==> src/rtl/sprite_pkg.sv <==
// Shared screen/sprite constants, scheduler state encoding and reset-position helpers
// for the sprite motion scheduler.
package sprite_pkg;

    localparam int SCREEN_W     = 640;
    localparam int SCREEN_H     = 480;
    localparam int SPRITE_W_DEF = 16;
    localparam int SPRITE_H_DEF = 16;
    localparam int POS_W        = 10;
    localparam int STEP_W       = 3;

    typedef enum logic [1:0] {
        IDLE   = 2'd0,
        STEP   = 2'd1,
        COMMIT = 2'd2
    } sched_state_e;

    function automatic logic [POS_W-1:0] init_x(input int i);
        return POS_W'(32 + 64 * i);
    endfunction

    function automatic logic [POS_W-1:0] init_y(input int i);
        return POS_W'(16 + 48 * i);
    endfunction

    // Even sprites start moving right, odd sprites start moving left.
    function automatic logic init_dir_x(input int i);
        return ((i % 2) == 0);
    endfunction

endpackage

==> src/rtl/sprite_axis_step.sv <==
// One-axis bounce step: advances a position by step in the current direction and
// reflects off 0 or limit. Purely combinational; shared across sprites by the top.
module sprite_axis_step
    import sprite_pkg::*;
(
    input  logic [POS_W-1:0]  p_i,
    input  logic              dir_i,
    input  logic [STEP_W-1:0] step_i,
    input  logic [POS_W-1:0]  limit_i,
    output logic [POS_W-1:0]  p_next_o,
    output logic              dir_next_o
);

    logic [POS_W:0] n;

    always_comb begin
        p_next_o   = p_i;
        dir_next_o = dir_i;
        n          = '0;
        if (dir_i) begin
            n = {1'b0, p_i} + (POS_W+1)'(step_i);
            if (n > {1'b0, limit_i}) begin
                p_next_o   = limit_i;
                dir_next_o = 1'b0;
            end else begin
                p_next_o = n[POS_W-1:0];
            end
        end else begin
            // Borrow out of the 11-bit difference means the result went below zero.
            n = {1'b0, p_i} - (POS_W+1)'(step_i);
            if (n[POS_W]) begin
                p_next_o   = '0;
                dir_next_o = 1'b1;
            end else begin
                p_next_o = n[POS_W-1:0];
            end
        end
    end

endmodule

==> src/rtl/sprite_motion_scheduler.sv <==
// Per-frame sprite sequencer: steps sprites one per cycle at vblank start, then commits all
// positions atomically. Define SPRITE_COLLIDE_EN to register sprite-0 overlap flags at commit.
module sprite_motion_scheduler
    import sprite_pkg::*;
#(
    parameter int NUM_SPRITES = 4,
    parameter int X_MAX       = SCREEN_W,
    parameter int Y_MAX       = SCREEN_H,
    parameter int SPRITE_W    = SPRITE_W_DEF,
    parameter int SPRITE_H    = SPRITE_H_DEF
) (
    input  logic                         clk,
    input  logic                         rst,
    input  logic [9:0]                   y,
    input  logic                         pause,
    input  logic [1:0]                   speed,
    output logic [10*NUM_SPRITES-1:0]    spr_x,
    output logic [10*NUM_SPRITES-1:0]    spr_y,
    output logic [NUM_SPRITES-1:0]       collide,
    output logic                         busy,
    output logic [7:0]                   frame_count
);

    localparam int IDX_W = (NUM_SPRITES > 1) ? $clog2(NUM_SPRITES) : 1;
    localparam logic [POS_W-1:0] X_LIM = POS_W'(X_MAX - SPRITE_W);
    localparam logic [POS_W-1:0] Y_LIM = POS_W'(Y_MAX - SPRITE_H);

    sched_state_e           state_q, state_d;
    logic [IDX_W-1:0]       idx_q, idx_d;
    logic [9:0]             y_prev_q;
    logic [7:0]             frame_count_q, frame_count_d;
    logic [1:0]             speed_q, speed_d;
    logic [POS_W-1:0]       wx_q [NUM_SPRITES];
    logic [POS_W-1:0]       wy_q [NUM_SPRITES];
    logic [NUM_SPRITES-1:0] dx_q, dy_q;
    logic [POS_W-1:0]       cx_q [NUM_SPRITES];
    logic [POS_W-1:0]       cy_q [NUM_SPRITES];
    logic [NUM_SPRITES-1:0] collide_q, collide_d;

    logic                   vblank_start;
    logic                   step_en, commit_en;
    logic [STEP_W-1:0]      step_amt;
    logic [POS_W-1:0]       x_next, y_next;
    logic                   dx_next, dy_next;

    assign vblank_start = (y == 10'(Y_MAX)) && (y_prev_q != 10'(Y_MAX));
    assign step_amt     = {1'b0, speed_q} + STEP_W'(1);

    // Single adder pair, muxed onto the sprite selected by idx.
    sprite_axis_step u_step_x (
        .p_i        (wx_q[idx_q]),
        .dir_i      (dx_q[idx_q]),
        .step_i     (step_amt),
        .limit_i    (X_LIM),
        .p_next_o   (x_next),
        .dir_next_o (dx_next)
    );

    sprite_axis_step u_step_y (
        .p_i        (wy_q[idx_q]),
        .dir_i      (dy_q[idx_q]),
        .step_i     (step_amt),
        .limit_i    (Y_LIM),
        .p_next_o   (y_next),
        .dir_next_o (dy_next)
    );

    always_comb begin
        state_d       = state_q;
        idx_d         = idx_q;
        frame_count_d = frame_count_q;
        speed_d       = speed_q;
        step_en       = 1'b0;
        commit_en     = 1'b0;
        case (state_q)
            IDLE: begin
                if (vblank_start) begin
                    frame_count_d = frame_count_q + 8'd1;
                    speed_d       = speed;
                    if (!pause) begin
                        idx_d   = '0;
                        state_d = STEP;
                    end
                end
            end
            STEP: begin
                step_en = 1'b1;
                if (idx_q == IDX_W'(NUM_SPRITES - 1)) begin
                    state_d = COMMIT;
                end else begin
                    idx_d = idx_q + IDX_W'(1);
                end
            end
            COMMIT: begin
                commit_en = 1'b1;
                state_d   = IDLE;
            end
            default: state_d = IDLE;
        endcase
    end

`ifdef SPRITE_COLLIDE_EN
    // |dx| < W rewritten as two unsigned compares so no signed subtract is needed.
    always_comb begin
        collide_d = '0;
        for (int i = 1; i < NUM_SPRITES; i++) begin
            collide_d[i] = ({1'b0, wx_q[0]} < {1'b0, wx_q[i]} + (POS_W+1)'(SPRITE_W)) &&
                           ({1'b0, wx_q[i]} < {1'b0, wx_q[0]} + (POS_W+1)'(SPRITE_W)) &&
                           ({1'b0, wy_q[0]} < {1'b0, wy_q[i]} + (POS_W+1)'(SPRITE_H)) &&
                           ({1'b0, wy_q[i]} < {1'b0, wy_q[0]} + (POS_W+1)'(SPRITE_H));
        end
    end
`else
    assign collide_d = '0;
`endif

    always_ff @(posedge clk) begin
        if (rst) begin
            state_q       <= IDLE;
            idx_q         <= '0;
            y_prev_q      <= '0;
            frame_count_q <= '0;
            speed_q       <= '0;
            collide_q     <= '0;
            for (int i = 0; i < NUM_SPRITES; i++) begin
                wx_q[i] <= init_x(i);
                wy_q[i] <= init_y(i);
                cx_q[i] <= init_x(i);
                cy_q[i] <= init_y(i);
                dx_q[i] <= init_dir_x(i);
                dy_q[i] <= 1'b1;
            end
        end else begin
            state_q       <= state_d;
            idx_q         <= idx_d;
            y_prev_q      <= y;
            frame_count_q <= frame_count_d;
            speed_q       <= speed_d;
            if (step_en) begin
                wx_q[idx_q] <= x_next;
                wy_q[idx_q] <= y_next;
                dx_q[idx_q] <= dx_next;
                dy_q[idx_q] <= dy_next;
            end
            if (commit_en) begin
                for (int i = 0; i < NUM_SPRITES; i++) begin
                    cx_q[i] <= wx_q[i];
                    cy_q[i] <= wy_q[i];
                end
                collide_q <= collide_d;
            end
        end
    end

    always_comb begin
        spr_x = '0;
        spr_y = '0;
        for (int i = 0; i < NUM_SPRITES; i++) begin
            spr_x[POS_W*i +: POS_W] = cx_q[i];
            spr_y[POS_W*i +: POS_W] = cy_q[i];
        end
    end

    assign collide     = collide_q;
    assign busy        = (state_q != IDLE);
    assign frame_count = frame_count_q;

endmodule

==> config.mk <==
export PLATFORM = sky130hd
export DESIGN_NAME = sprite_motion_scheduler
export DESIGN_NICKNAME = d
export VERILOG_FILES = /design/src/rtl/sprite_pkg.sv /design/src/rtl/sprite_axis_step.sv /design/src/rtl/sprite_motion_scheduler.sv
export SDC_FILE = /design/constraint.sdc
export NUM_CORES = 1
export LEC_CHECK = 0
export CAP_MARGIN = 10
export CORE_MARGIN = 2
export CORE_UTILIZATION = 50
export CTS_BUF_LIST = sky130_fd_sc_hd__clkbuf_4 sky130_fd_sc_hd__clkbuf_8 sky130_fd_sc_hd__clkbuf_16
export CTS_CLUSTER_DIAMETER = 80
export CTS_CLUSTER_SIZE = 20
export DETAILED_ROUTE_END_ITERATION = 8
export PLACE_DENSITY = 0.82
export SYNTH_ARGS = -nofsm -noshare
export SYNTH_HDL_FRONTEND = slang
export SYNTH_HIERARCHICAL = 1
export SYNTH_SLANG_ARGS = --single-unit
==> constraint.sdc <==
create_clock -name clk -period 10.53 [get_ports clk]
set_input_delay 1.5795 -clock clk [delete_from_list [all_inputs] [get_ports clk]]
set_output_delay 1.5795 -clock clk [all_outputs]
set_load 0.02 [all_outputs]
# Word-level counts from Yosys, hierarchy flattened
# Memories as Yosys holds them, arrays and structs flattened. A register that Yosys moved wholly into a read port is not among the register bits.
# Cells that the tools add are included.
# W data, S select, Z words.
# classes
n_addsub	7
n_lt_le_gt_ge	4
n_eq_ne	9
muxes	56
bitwise_logic	8
n_reduce_logical	10
# op_table
op	n
$mux W10	16
$mux W2	12
$add A10 B3 Y11	2
$sub A10 B3 Y11	2
$mux W1	21
$reduce_or A10 Y1	2
$gt A11 B10 Y1 const B	1
$gt A11 B9 Y1 const B	1
$eq A10 B9 Y1 const B	1
$ne A10 B9 Y1 const B	1
$add A8 B1 Y8 const B	1
$bwmux W4	2
$ne A2 B2 Y1 const B	4
$or A1 B1 Y1	8
$pmux W2 S2	2
$bmux W1 S2	2
$eq A2 B2 Y1 const B	2
$reduce_and A4 Y1	1
$reduce_bool A2 Y1	2
$add A2 B1 Y3 const B	1
$lt A2 B3 Y1 const B	1
$reduce_and A3 Y1	1
$add A2 B1 Y2 const B	1
$demux W1 S2	1
5 further kinds	6
# word_totals
register_bits	32
ramBits	160
input_bits	15
out_inout_bits	93
word_cells	105
mem_count	4
# memory_table
memory	depth	word_bits	read_ports	rd_ports_with_merged_regs	write_ports	line	rtl
cx_q	4	10	4	0	4	sprite_motion_scheduler.sv:36	logic [POS_W-1:0] cx_q [NUM_SPRITES];
cy_q	4	10	4	0	4	sprite_motion_scheduler.sv:37	logic [POS_W-1:0] cy_q [NUM_SPRITES];
wx_q	4	10	5	1	4	sprite_motion_scheduler.sv:33	logic [POS_W-1:0] wx_q [NUM_SPRITES];
wy_q	4	10	5	1	4	sprite_motion_scheduler.sv:34	logic [POS_W-1:0] wy_q [NUM_SPRITES];

# Depth between registers and ports, before layout
# Gate-level depths: netlist (run 1).
# logic_depth
ltp_word	7
depth_mapped	18
depth_no_buf	16

# Cells and area by module
# The synthesis (run 1) kept the hierarchy.
# by_module_without_submodules
mod	n_inst	cells_per_inst	area_each_um2	seq_area_each_um2
sprite_motion_scheduler	1	524	7917.6	5485.3
sprite_axis_step (u_step_x)	1	137	1013.5	0.0
sprite_axis_step (u_step_y)	1	129	969.7	0.0

# Worst setup path after synthesis (run 1)
# No wires, ideal clock.
# synth_path
path_type	input port to flip-flop
startpoint	input rst
endpoint	memory cx_q[0][0], enable pin
setup_time_ps	452
t_arrival_ps	4335
required_time_ps	10078
path_slack_ps	5744
cell_stages	4
n_path_buf	3
path_cell_list	clkbuf_1 -> clkbuf_1 -> clkbuf_1 -> nand2b_1
# synth_lines
element	line	rtl
start, declared	sprite_motion_scheduler.sv:13	input logic rst,
end, declared	sprite_motion_scheduler.sv:36	

==> results of run 1 <==
==> metal layers <==
layer / wire length [um] / up-vias / part of all wire / global-route usage
li1: - / 3077 / - / -
met1: 8880 / 3099 / 0.42 / 0.264
met2: 10400 / 220 / 0.49 / 0.354
met5: 0 / - / 0 / 0
met4: 476 / 0 / 0.023 / 0.0756
met3: 1240 / 34 / 0.059 / 0.0530
==> final cells by class <==
class                   instances  area, um^2
diodes                          1        2.50
clock buffers                  18         433
clock inverters                13         135
fillers                      1477        7610
inverters                      41         154
multi-input cells             551        4210
flip-flops and latches        194        5490
well taps                     265         332
repair buffers                113        1100
==> registers in the layout (all words and copies together) (netlist names), named ones only <==
signal and flops:
wx_q 40, state_q 2, wy_q 40, cy_q 40, idx_q 2, frame_count 8
y_prev_q 10, cx_q 40, speed_q 2, dy_q 4, dx_q 4
==> where the power goes <==
group / switching (uW) / leakage (uW) / internal [uW] / total (uW)
Clock: 275 / 0.000275 / 351 / 626
Combinational: 78.9 / 0.00225 / 52.5 / 131
Sequential: 7.87 / 0.00182 / 847 / 855
==> stage by stage <==
stage                     setup slack, ps   util  total power (uW)  area [um^2]
after floorplan                      5740      -               957        10100
after global placement               5760  0.580               998        11300
after detailed placement             5690  0.580              1000        11300
after CTS                            5630  0.609              1620        11900
after global routing                 5260  0.609              1660        11900
final                                5540  0.609              1610        11900
==> cell families (layout without fill, tap and decap cells) <==
kind of cell,Yosys count,after routing,synth area share
AND/OR/NAND/NOR,311,311,0.192
multiplexers,41,41,0.0699
XOR/XNOR,25,25,0.0221
adder cells (fa/ha/maj),42,42,0.0561
buffers and inverters,86,185,0.0389
AO/OA/AOI/OAI,89,89,0.0662
other,2,44,0.000759
flip-flops,194,194,0.554
==> how the worst max path moves through the flow <==
stage	start	endpoint	slack [ps]	depth (start not counted)
finish	flop	wy_q[3][7]$_DFFE_PP_	5540	14
global placement	flop	wy_q[3][7]$_DFFE_PP_	5760	14
detailed placement	flop	wx_q[3][5]$_DFFE_PP_	5690	15
global route	flop	wy_q[3][7]$_DFFE_PP_	5260	14
floorplan	rst	cx_q[0][0]$_SDFFCE_PN0P_	5740	4
CTS	flop	wy_q[3][7]$_DFFE_PP_	5630	14
==> layout by cell type, fill, tap and decap left out, drive strengths merged, types with 4 or more instances in the layout <==
| master | netlist | routed |
|---|---|---|
| a211o | 6 | 6 |
| a21o | 6 | 6 |
| a21oi | 28 | 28 |
| a221o | 9 | 9 |
| and2 | 132 | 132 |
| and3 | 11 | 11 |
| buf | 15 | 11 |
| clkbuf | 30 | 18 |
| clkdlybuf4s50 | 0 | 102 |
| clkinv | 0 | 6 |
| conb | 2 | 43 |
| dfxtp | 34 | 34 |
| edfxtp | 160 | 160 |
| fa | 4 | 4 |
| ha | 38 | 38 |
| inv | 41 | 44 |
| mux2 | 5 | 5 |
| mux2i | 14 | 14 |
| mux4 | 22 | 22 |
| nand2 | 22 | 22 |
| nand2b | 17 | 17 |
| nand3 | 12 | 12 |
| nand4 | 7 | 7 |
| nor2 | 23 | 23 |
| nor2b | 18 | 18 |
| nor3 | 11 | 11 |
| nor4 | 9 | 9 |
| o211ai | 5 | 5 |
| o21ai | 9 | 9 |
| o21bai | 4 | 4 |
| or2 | 4 | 4 |
| or3 | 25 | 25 |
| or4 | 4 | 4 |
| xnor2 | 22 | 22 |
==> flow_metrics.py, run 1 <==
metrics = {
    "status": {
        "outcome": "finished, final reports clean",
    },
    "route": {
        "drt_iter0_drc": 485,
        "vias": 6430,
        "routedWlPerCell_um": 17.5,
        "dr.pass1.iters": 4,
        "drtAntennaViolNets": 0,
        "drt_drc_violations_left": 0,
        "via_per_inst": 5.38,
        "detail_route.wirelength_mm": 21.0,
    },
    "timing": {
        "setup_violations": 0,
        "clock-skew-final_ps": 11.1,
        "drv_slew": 0,
        "hold_viol_final": 0,
        "layout_min_cycle_time_ps": 4990,
        "tightest_slew_ps": 1050,
        "fmax_mhz": 200,
        "rsz0062_at_grt": "no",
        "fin_crit_sh": 0.474,
        "timing.setup.tns_ps": 0,
        "relSlewSlack": 0.303,
        "holdWs_ps": 468,
    },
    "worst_setup_path": {
        "r2r_cells": 14,
        "critPathTopFamily": "compound AO/OA/AOI/OAI gates",
        "worstReg2RegEnd": "wy_q[3][7]$_DFFE_PP_",
        "crit_arrival_ps": 5170,
        "criticalPathCategory": "reg -> reg",
        "crit_top_cell": "and3_1",
        "crit_path_end_kind": "flop",
        "startpoint_type": "flop",
        "reg2reg_slack_ps": 5540,
        "cp_cell_sequence": "buf_4, mux4_2, inv_1, fa_1, o21bai_1, nand3_1, xnor2_1, ha_1, and3_1, a211oi_1, o21ai_0, and3_1, a221o_1, or3_1",
        "slowest_stage": "dfxtp_1",
        "critical_path.max_fanout": 12,
        "max_stage_delay_ps": 720,
        "path_buf_inv": 2,
        "worstPathRequired_ps": 10710,
    },
    "hold_path": {
        "hold_end": "dy_q[0]$_SDFFE_PP1P_",
        "hold_class": "reg -> reg",
        "holdPathStages": 1,
        "holdCritStartpoint": "dy_q[0]$_SDFFE_PP1P_",
    },
    "yosys": {
        "yosysTopAreaCell": "edfxtp_1",
        "avgSynthCellArea_um2": 12.5,
        "synthTopCellsByArea": "edfxtp_1, and2_1, dfxtp_1",
        "syn-cell-area_um2": 9900,
        "seq_area_frac_synth": 0.554,
        "synth_warnings": 6,
        "ys.flop_type": "edfxtp_1",
        "ys_ff_latch": 194,
        "yosysMostFrequentCell": "edfxtp_1",
        "synth_edf_count": 160,
        "yosys.cell_types.count": 74,
        "synth-async-reset-ratio": 0,
        "yosys-top-cells-count": "edfxtp_1, and2_1, inv_1",
        "netlist.area_leader.share": 0.485,
        "synthCells": 790,
    },
    "global_route": {
        "grt_max_degree": 81,
        "gr-usage-all-layers": 0.210,
        "antenna_found_initial": 1,
        "grt_overflow_total": 0,
        "grt_pass1_vias": 6297,
        "grt_pass1_wl_mm": 33.0,
    },
    "cts": {
        "post-cts-setup-buffer-count": 0,
        "cts_resized": 0,
        "clk_path_buf_depth": 2,
        "clock_sinks": 194,
        "root_buffer": "clkbuf_16",
        "htree_num_levels": 4,
        "cts_tree": "done",
        "cts-buffers-inserted": 17,
        "worstSkewPairLatency_ps": 440,
        "clkTransAtPathRegs_ps": 70,
        "cts_hold_buf": 0,
    },
    "floorplanning": {
        "core_area_um2": 19500,
        "start_util": 0.509,
        "rows": 51,
        "die_h_um": 145,
        "die_area_um2": 20900,
        "dieWidth_um": 145,
        "ios": 108,
    },
    "final_layout": {
        "drive_gt1_frac": 0.100,
        "area_delta_synth_final_pct": 19.8,
        "nNetsFinal": 975,
        "stdcell_count": 1196,
    },
    "run": {
        "drv_cap": 0,
    },
    "placement": {
        "dp_hpwl_mm": 14.3,
        "place_inst": 1164,
        "gp_congestion": 0.909,
        "io_buffers": 103,
    },
    "power_and_ir_drop": {
        "leakagePower_uw": 0.00435,
        "power_per_cell_area_nw_per_um2": 136,
        "ir_worst_vdd_mv": 0.114,
    },
}
(Power assumes the default switching activity.)
==> run 2: changes to the inputs <==
==> constraint.sdc (replaced) <==
create_clock -name clk -period 5.2 [get_ports clk]
set_input_delay 0.78 -clock clk [delete_from_list [all_inputs] [get_ports clk]]
set_output_delay 0.78 -clock clk [all_outputs]
set_load 0.02 [all_outputs]
==> flow_metrics.py, run 2 (same netlist as run 1, synthesis figures left out) <==
metrics = {
    "global_route": {
        "antenna_found_initial": 0,
        "grt_pass1_wl_mm": 33.9,
        "grt_overflow_total": 0,
        "grt_max_degree": 81,
        "gr-usage-all-layers": 0.219,
        "grt_pass1_vias": 6374,
    },
    "route": {
        "drt_iter0_drc": 589,
        "drt_drc_violations_left": 0,
        "routedWlPerCell_um": 18.2,
        "detail_route.wirelength_mm": 21.9,
        "drtAntennaViolNets": 0,
        "via_per_inst": 5.41,
        "vias": 6498,
        "dr.pass1.iters": 5,
    },
    "final_layout": {
        "nFillCells": 1450,
        "mostFrequentLayoutCells": "edfxtp_1, and2_1, clkdlybuf4s50_1, conb_1, inv_1",
        "area_delta_synth_final_pct": 20.0,
        "stdcell_count": 1201,
        "fin_area_um2": 11900,
        "drive_gt1_frac": 0.107,
        "nNetsFinal": 980,
        "layout_commonest_cell": "edfxtp_1",
    },
    "power_and_ir_drop": {
        "leakagePower_uw": 0.00437,
        "ir_worst_vdd_mv": 0.239,
        "power_per_cell_area_nw_per_um2": 272,
    },
    "run": {
        "drv_cap": 0,
    },
    "worst_setup_path": {
        "reg2reg_slack_ps": 510,
        "crit_top_cell": "buf_4",
        "crit_arrival_ps": 4860,
        "max_stage_delay_ps": 660,
        "startpoint_type": "flop",
        "cp_cell_sequence": "buf_4, buf_4, mux4_2, ha_1, a21oi_1, o211ai_1, xnor2_1, ha_1, and3_1, a211oi_1, o21ai_0, and3_1, buf_4, a221o_1, nand2b_1",
        "worstSetupPathDepth": 15,
        "critical_path.max_fanout": 10,
        "crit_path_end_kind": "flop",
        "r2r_cells": 15,
        "worstPathRequired_ps": 5370,
        "path_buf_inv": 3,
        "endpoint": "wy_q[2][4]$_SDFFCE_PN1P_",
        "slowest_stage": "dfxtp_1",
        "worstReg2RegEnd": "wy_q[2][4]$_SDFFCE_PN1P_",
        "criticalPathCategory": "reg -> reg",
        "critPathTopFamily": "compound AO/OA/AOI/OAI gates",
    },
    "cts": {
        "htree_num_levels": 4,
        "clock_sinks": 194,
        "worstSkewPairLatency_ps": 430,
        "root_buffer": "clkbuf_16",
        "cts-buffers-inserted": 17,
        "cts_tree": "done",
        "cts_resized": 0,
        "post-cts-setup-buffer-count": 0,
        "clk_path_buf_depth": 2,
        "cts_hold_buf": 0,
        "clkTransAtPathRegs_ps": 70,
    },
    "timing": {
        "drv_slew": 0,
        "setup_violations": 0,
        "rsz0062_at_grt": "no",
        "timing.setup.tns_ps": 0,
        "fin_ws_ps": 515,
        "fmax_mhz": 213,
        "hold_viol_final": 0,
        "tightest_slew_ps": 1040,
        "clock-skew-final_ps": 8.36,
        "relSlewSlack": 0.305,
        "fin_crit_sh": 0.901,
        "layout_min_cycle_time_ps": 4690,
    },
    "status": {
        "outcome": "finished, final reports clean",
    },
    "floorplanning": {
        "core_area_um2": 19500,
        "die_h_um": 145,
        "rows": 51,
        "dieWidth_um": 145,
        "ios": 108,
        "die_area_um2": 20900,
        "start_util": 0.509,
    },
    "placement": {
        "dp_hpwl_mm": 14.9,
        "placed_cell_area_um2": 11300,
        "pre_cts_ws_ps": 603,
        "gp_congestion": 0.941,
        "io_buffers": 103,
        "place_inst": 1169,
    },
    "hold_path": {
        "hold_class": "reg -> reg",
    },
}
==> run 2: layout make-up <==
class / instances / area (um^2) / share of cell area
Inverter: 41 / 154 / 0.0129
Sequential cell: 194 / 5490 / 0.462
Multi-Input combinational cell: 551 / 4210 / 0.355
Clock buffer: 19 / 440 / 0.0371
Tap cell: 265 / 332 / 0.0279
Antenna cell: 1 / 2.50 / 0.000211
Clock inverter: 12 / 106 / 0.00895
Timing Repair Buffer: 118 / 1150 / 0.0969
==> run 2: how the worst min path moves through the flow <==
stage / startpoint / to / slack [ps] / cells after the start
after floorplan: dx_q[2]$_SDFFE_PP1P_ / dx_q[2]$_SDFFE_PP1P_ / 430 / 1
after global placement: dy_q[1]$_SDFFE_PP1P_ / dy_q[1]$_SDFFE_PP1P_ / 440 / 1
after detailed placement: dx_q[0]$_SDFFE_PP1P_ / dx_q[0]$_SDFFE_PP1P_ / 450 / 1
after CTS: dx_q[3]$_SDFFE_PP0P_ / dx_q[3]$_SDFFE_PP0P_ / 460 / 2
after global routing: dx_q[3]$_SDFFE_PP0P_ / dx_q[3]$_SDFFE_PP0P_ / 480 / 2
final: dx_q[3]$_SDFFE_PP0P_ / dx_q[3]$_SDFFE_PP0P_ / 460 / 2
==> run 2: metrics by stage <==
stage / total power [uW] / hold slack, ps / util
finish: 3230 / 455 / 0.611
global route: 3340 / 482 / 0.611
floorplan: 1940 / 430 / -
global placement: 2030 / 442 / 0.582
CTS: 3240 / 455 / 0.611
detailed placement: 2030 / 445 / 0.582
==> run 2: worst reg2reg max path, delay by kind of cell, from the launching register on <==
family,cells,cell delay (ps)
muxes,1,320
xor gates and xnor gates,1,230
AOI/OAI and AO/OA,5,1340
adders and majority gates,2,720
buffers and inverters,3,570
DFF,1,660
and+or+nand+nor,3,580
==> run 2: power breakdown <==
part / internal (uW) / switching, uW / leakage [uW]
Combinational: 109 / 165 / 0.00228
Sequential: 1710 / 15.6 / 0.00182
Clock: 669 / 559 / 0.000266
Total: 2490 / 739 / 0.00437
==> run 2: routing by layer <==
layer / up-vias / GRT usage / routed length, um
li1: 3083 / - / -
met1: 3112 / 0.294 / 9450
met2: 262 / 0.348 / 10400
met3: 41 / 0.0503 / 1500
met4: 0 / 0.0833 / 532
met5: - / 0 / 0
==> run 3: changes to the inputs <==
--- a/config.mk
+++ b/config.mk
@@ -5,6 +5,7 @@
 export SDC_FILE = /design/constraint.sdc
 export NUM_CORES = 1
 export LEC_CHECK = 0
+export ABC_CLOCK_PERIOD_IN_PS = 5200
 export CAP_MARGIN = 10
 export CORE_MARGIN = 2
 export CORE_UTILIZATION = 50
==> results of run 3 <==
The final DEF is identical to that of run 2; final timing and power are the same.
